$ cat config.mk
export PLATFORM = sky130hd
export DESIGN_NAME = cache_req_arbiter
export DESIGN_NICKNAME = d
export VERILOG_FILES = /design/src/rtl/cache_req_arbiter_pkg.sv /design/src/rtl/cache_req_arbiter_rr_picker.sv /design/src/rtl/cache_req_arbiter.sv
export SDC_FILE = /design/constraint.sdc
export NUM_CORES = 1
export LEC_CHECK = 0
export BUFFER_PORTS_ARGS = -buffer_cell sky130_fd_sc_hd__buf_4
export CORE_AREA = 2 2 130 132
export CTS_BUF_LIST = sky130_fd_sc_hd__clkbuf_4 sky130_fd_sc_hd__clkbuf_8
export DETAILED_ROUTE_END_ITERATION = 8
export DIE_AREA = 0 0 132 134
export SYNTH_ARGS = -nofsm -noshare
export SYNTH_HDL_FRONTEND = slang
export SYNTH_SLANG_ARGS = --single-unit
$ cat constraint.sdc
create_clock -name clk -period 3.3 [get_ports clk]
set_input_delay 0.165 -clock clk [delete_from_list [all_inputs] [get_ports clk]]
set_output_delay 0.165 -clock clk [all_outputs]
set_load 0.02 [all_outputs]
$ cat src/rtl/cache_req_arbiter_pkg.sv
// Shared cache constants plus the request-arbiter state type and default sizing.
package cache_req_arbiter_pkg;

   localparam int CACHE_LINE_BYTES = 64;
   localparam int CACHE_WAYS       = 4;
   localparam int CACHE_SETS       = 256;

   localparam int ARB_N_REQ_DEFAULT  = 4;
   localparam int ARB_DATA_W_DEFAULT = 64;

   typedef enum logic [0:0] {
      ARB_IDLE   = 1'b0,
      ARB_LOCKED = 1'b1
   } arb_state_t;

endpackage

$ cat src/rtl/cache_req_arbiter_rr_picker.sv
// Combinational winner picker: first valid requester found searching upward from start, wrapping.
// A start of zero turns it into a lowest-index-wins priority encoder.
module rr_picker
   import cache_req_arbiter_pkg::*;
#(
   parameter int N_REQ = ARB_N_REQ_DEFAULT
) (
   input  logic [N_REQ-1:0]         valid,
   input  logic [$clog2(N_REQ)-1:0] start,
   output logic [$clog2(N_REQ)-1:0] index,
   output logic                     any_valid
);
   localparam int IDX_W = $clog2(N_REQ);

   logic [IDX_W:0] cand;

   // One extra bit on the candidate keeps the modulo-N wrap free of overflow.
   always_comb begin
      index     = '0;
      any_valid = 1'b0;
      cand      = '0;
      for (int k = 0; k < N_REQ; k++) begin
         cand = {1'b0, start} + (IDX_W+1)'(k);
         if (cand >= (IDX_W+1)'(N_REQ)) begin
            cand = cand - (IDX_W+1)'(N_REQ);
         end
         if (!any_valid && valid[cand[IDX_W-1:0]]) begin
            any_valid = 1'b1;
            index     = cand[IDX_W-1:0];
         end
      end
   end

endmodule

$ cat src/rtl/cache_req_arbiter.sv
// Packet-locked N-way request arbiter feeding one shared downstream beat port.
// Fixed priority by default; define CACHE_ARB_RR_EN for round-robin arbitration.
module cache_req_arbiter
   import cache_req_arbiter_pkg::*;
#(
   parameter int N_REQ  = ARB_N_REQ_DEFAULT,
   parameter int DATA_W = ARB_DATA_W_DEFAULT
) (
   input  logic                         clk,
   input  logic                         rst,
   input  logic [N_REQ-1:0]             req_valid,
   output logic [N_REQ-1:0]             req_ready,
   input  logic [N_REQ-1:0][DATA_W-1:0] req_data,
   input  logic [N_REQ-1:0]             req_last,
   output logic                         out_valid,
   input  logic                         out_ready,
   output logic [DATA_W-1:0]            out_data,
   output logic                         out_last,
   output logic [$clog2(N_REQ)-1:0]     grant_id,
   output logic                         busy
);
   localparam int ID_W = $clog2(N_REQ);

   arb_state_t      state;
   arb_state_t      state_next;
   logic [ID_W-1:0] grant_next;
   logic [ID_W-1:0] start;
   logic [ID_W-1:0] pick_index;
   logic            pick_any;
   logic            xfer_done;

   rr_picker #(.N_REQ(N_REQ)) u_picker (
      .valid     (req_valid),
      .start     (start),
      .index     (pick_index),
      .any_valid (pick_any)
   );

   assign xfer_done = out_valid & out_ready & out_last;

`ifdef CACHE_ARB_RR_EN
   logic [ID_W-1:0] ptr;

   always_ff @(posedge clk or negedge rst) begin
      if (!rst) begin
         ptr <= '0;
      end else if (xfer_done) begin
         ptr <= (grant_id == ID_W'(N_REQ-1)) ? '0 : grant_id + ID_W'(1);
      end
   end

   assign start = ptr;
`else
   assign start = '0;
`endif

   always_ff @(posedge clk or negedge rst) begin
      if (!rst) begin
         state    <= ARB_IDLE;
         grant_id <= '0;
      end else begin
         state    <= state_next;
         grant_id <= grant_next;
      end
   end

   // The winner is only latched here; its first beat moves in the following LOCKED cycle.
   always_comb begin
      state_next = state;
      grant_next = grant_id;
      case (state)
         ARB_IDLE: begin
            if (pick_any) begin
               state_next = ARB_LOCKED;
               grant_next = pick_index;
            end
         end
         ARB_LOCKED: begin
            if (xfer_done) begin
               state_next = ARB_IDLE;
            end
         end
         default: state_next = ARB_IDLE;
      endcase
   end

   always_comb begin
      busy      = (state == ARB_LOCKED);
      out_valid = 1'b0;
      out_data  = '0;
      out_last  = 1'b0;
      req_ready = '0;
      if (busy) begin
         out_valid           = req_valid[grant_id];
         out_data            = req_data[grant_id];
         out_last            = req_last[grant_id];
         req_ready[grant_id] = out_ready;
      end
   end

endmodule

# [Word level (Yosys, flattened, before mapping)]
# Cells that the tools add are included.
[classes] bitwise_logic=4 addsub=0 mux=22 order_cmp=2 reduce_logical=8 eq_ne=0 div_mod_pow=0 shifts=0 mul=0
[op_table] operator="$bmux 64 s2" count=1
[op_table] operator="$mux 64" count=2
[op_table] operator="$mux 1" count=12
[op_table] operator="$and 4x4->4" count=1
[op_table] operator="$bmux 1 s2" count=2
[op_table] operator="$logic_and 1x1->1" count=4
[op_table] operator="$mux 2" count=2
[op_table] operator="$mux 4" count=1
[op_table] operator="$logic_not 1->1" count=3
[op_table] operator="$lt 2x3->1 const B" count=1
[op_table] operator="$and 1x1->1" count=2
[op_table] operator="$demux 1 s2" count=1
[op_table] operator="$ge 2x1->1 const B" count=1
[op_table] operator="$pmux 1 s2" count=1
[op_table] operator="$reduce_and 2->1" count=1
[op_table] operator="$not 1->1" count=1
[totals] word_cells=38 regBits=3 latch_bits=0 memories=0 in_bits=267 mem_bits_rw=0 output_inout_bits=73 romBits=0

# [Logic depth before layout (Yosys ltp)]
[logic_depth] depth_word=12 depth_mapped=5 depth_no_buf=3

# [Hierarchy]
# From an unflattened synthesis, not the netlist that was laid out.
[hier_totals] hier_cells=186 area_unflattened_um2=2285.9
[by_module_without_submodules] module="cache_req_arbiter" instances=1 area_each_um2=2208.4 cells_per_inst=171
[by_module_without_submodules] module="rr_picker" instances=1 area_each_um2=77.6 cells_per_inst=15

# [Least setup slack after synthesis]
# OpenSTA, ideal clock, no wires.
[synth_path] kind="register to output" from="register grant_id[0]" to="output port out_data[17]" required_ns=3.135 arrival_time_ns=1.619 path_stages_with_launch=5 path_buffers=2 setup_slack_ns=1.516 path_cell_list="dfrtp_1 -> buf_6 -> buf_2 -> mux4_2 -> and2_1"
[synth_via] elab_chain_len=3
[synth_rtl] item="start, declared" line="cache_req_arbiter.sv:19" source="output logic [$clog2(N_REQ)-1:0] grant_id,"
[synth_rtl] item="start signal, assigned" line="cache_req_arbiter.sv:63" source="grant_id <= grant_next;"
[synth_rtl] item="$bmux 64 s2" line="cache_req_arbiter.sv:95" source="out_data = req_data[grant_id];"
[synth_rtl] item="$mux 64 (not written as such)" line="cache_req_arbiter.sv:95"
[synth_rtl] item="$mux 64" line="cache_req_arbiter.sv:93" source="if (busy) begin"
[synth_rtl] item="end, declared" line="cache_req_arbiter.sv:17" source="output logic [DATA_W-1:0] out_data,"
# No other way between the ends. The select of a mux whose other input is x is not followed.

# [Worst setup path in the final report]
[layout_path] from="register grant_id[0]" to="output port out_data[24]"
# Same word-level chain as after synthesis.

==> results.toml <==
[sta]
tns_ns = 0
finalHoldViolations = 0
slew_viol_final = 0
setup-violations-final = 0
clock_skew_ns = 0.001840
worstMarginPinSlew_ns = 0.9154
maxSlewHeadroom_pct = 38.98
fmax_ghz = 0.4008
period_share_pct = 75.61
rsz0062_at_grt = "no"
min_period_ns = 2.495

[floorplan]
die_area_sq_um = 17690
core-area_sq_um = 16290
die_x_um = 132
start_util_pct = 13.46
die_y_um = 134
ios = 340
placementRows = 47

[synth]
synthArstFlopShare_pct = 100.0
synth_area_per_cell_sq_um = 12.32
synth_edf_count = 0
syn_area_sq_um = 2192
seq_area_frac_synth_pct = 3.425
ys.warnings.count = 0
syn_inst = 178
synthTopCellsByArea = "mux4_2 (68%), and2_1 (19%), dfrtp_1 (3.4%), buf_2 (2.1%), clkbuf_1 (2.1%)"
synth-seq-cells = 3
yosysUniqueCellTypes = 17
yosysTopAreaCell = "mux4_2"
synth_flop_cell = "dfrtp_1"
synthTopCellsByCount = "and2_1 (66), mux4_2 (66), clkbuf_1 (12), buf_2 (9), nor2_1 (6)"
yosysTopAreaCellShare_pct = 67.81
synth_nets = 445

[layout]
drive_above_1_share_pct = 83.07
n_antenna_cell = 0
fin_nets = 770
final_cells = 722
areaGrowthSynthToFinish_pct = 128.7

[placement]
gp_congestion = 0.8998
port_buffers = 339
hpwl_um = 10600
placedCellCount = 717

[power]
power.share.clock_pct = 3.0
leakage_nw = 2.347
p_int_w = 0.002077
sw_frac_of_total_pct = 46.54
netSwitchingPower_w = 0.001808
p_per_area_nw_per_um2 = 775.1
power_frac_comb_pct = 89.2
ir_drop_mv = 0.3183
power_frac_seq_pct = 7.8

[clock_tree]
post_cts_buffers = 0
htreeDepth = 1
clkTransAtPathRegs_ns = 0.03
hold_buffers = 1
clk_latency_ns = 0.22
cts.repair.resized = 0
clock_path_buffers = 2
cts_root_buf = "clkbuf_8"
cts_tree = "built"
clock-sinks = 3
cts_buffers = 3

[flow_run]
maxCapViolations = 0

[grt]
grt_overflow_total = 0
grt_pass1_wl_um = 18420
grt_max_degree = 62
grt_usage_pct = 12.81
antenna_found_initial = 0
grt_pass1_vias = 3427

[routing]
drt-total-wl_um = 12200
vias = 3072
drtPass1Iterations = 6
routedWlPerCell_um = 16.90
drc = 0
detail-route-antenna-nets = 0
vias_per_cell = 4.255
first_iter_violations = 54

[worst_setup_path]
crit_path_max_fanout = 36
crit_arrival_ns = 2.33
critPathLaunchType = "register"
crit_required_ns = 3.13
cp-end-kind = "output port"
worstSetupPathType = "reg -> out"

[run_status]
status = "completed"

[hold_path]
hp-class = "in -> reg"
[area by class of cell]
cell class	instances	area, sq um
timing repair buffer	344	2610
inverter	2	7.507
tap	220	275.3
sequential	3	81.33
multi-input combinational	149	1989
clock buffer	4	48.80
fill	1717	11280
[metrics by stage]
stage | utilization (%) | area (sq um) | hold slack (ns) | power (W) | setup slack [ns]
after global placement | 30.41 | 4954 | -0.04502 | 0.003765 | 1.050
final | 30.77 | 5012 | 0.2595 | 0.003885 | 0.8047
after global routing | 30.77 | 5012 | 0.2689 | 0.004121 | 0.6626
after floorplan | - | 2192 | -0.1306 | 0.002440 | 1.516
after CTS | 30.77 | 5012 | 0.2503 | 0.003927 | 0.7893
after detailed placement | 30.41 | 4954 | -0.04331 | 0.003799 | 1.025
[power by group through the flow]
stage               clock, W  sequential, W  combinational (W)
finish              0.000117       0.000305            0.00346
global route        0.000128       0.000341            0.00365
CTS                 0.000120       0.000313            0.00349
detailed placement         0       0.000314            0.00348
global placement           0       0.000306            0.00346
floorplan                  0      0.0000836            0.00236
[worst max-delay path, cell delays in order (launching register included)]
cell and delay, ns:
dfrtp_4 0.84, buf_4 0.34, mux4_2 0.53, and2_1 0.19, buf_4 0.16
[cell usage in the layout, fill, tap and decap left out]
cell type	netlist	layout
buf_4	1	341
mux4_2	66	66
and2_1	66	66
nor2_1	6	6
nor3_1	3	3
clkbuf_8	0	3
inv_1	2	2
a21oi_1	2	2
dfrtp_2	0	2
buf_12	0	2
nand2_1	1	1
nand3_1	1	1
and3b_1	1	1
a21oi_2	1	1
o21bai_1	1	1
o22a_1	1	1
clkbuf_4	0	1
dfrtp_4	0	1
dlygate4sd3_1	0	1
[logic make-up after synthesis]
| logic type | after synthesis | synth area share, % |
|---|---|---|
| compound gates | 5 | 1.598 |
| buf+inv | 26 | 5.822 |
| flops | 3 | 3.425 |
| mux | 66 | 67.81 |
| simple gates | 78 | 21.35 |
[sequential cells by signal, indices dropped and copies added (netlist names)]
register,count
busy,1
grant_id,2
[layer usage]
layer	vias to the layer above	routed length, um	part of all wire, %	GRT usage, %
li1	1365	-	-	-
met1	1493	4520	37	14.63
met2	200	6410	53	24.19
met3	14	1078	8.8	2.948
met4	0	194	1.6	2.899
met5	-	0	0	0
[worst paths after layout]
check / depth (start not counted) / slack [ns] / from / to
max: 4 / 0.80 / grant_id[0] / out_data[24]
min: 3 / 0.26 / req_valid[3] / busy
max reg2reg: 4 / 1.42 / grant_id[1] / busy
min reg2reg: 2 / 0.99 / grant_id[1] / grant_id[1]
max in group asynchronous: 2 / 2.90 / rst / grant_id[1]
min in group asynchronous: 2 / 0.30 / rst / grant_id[0]
(Power assumes the default switching activity.)
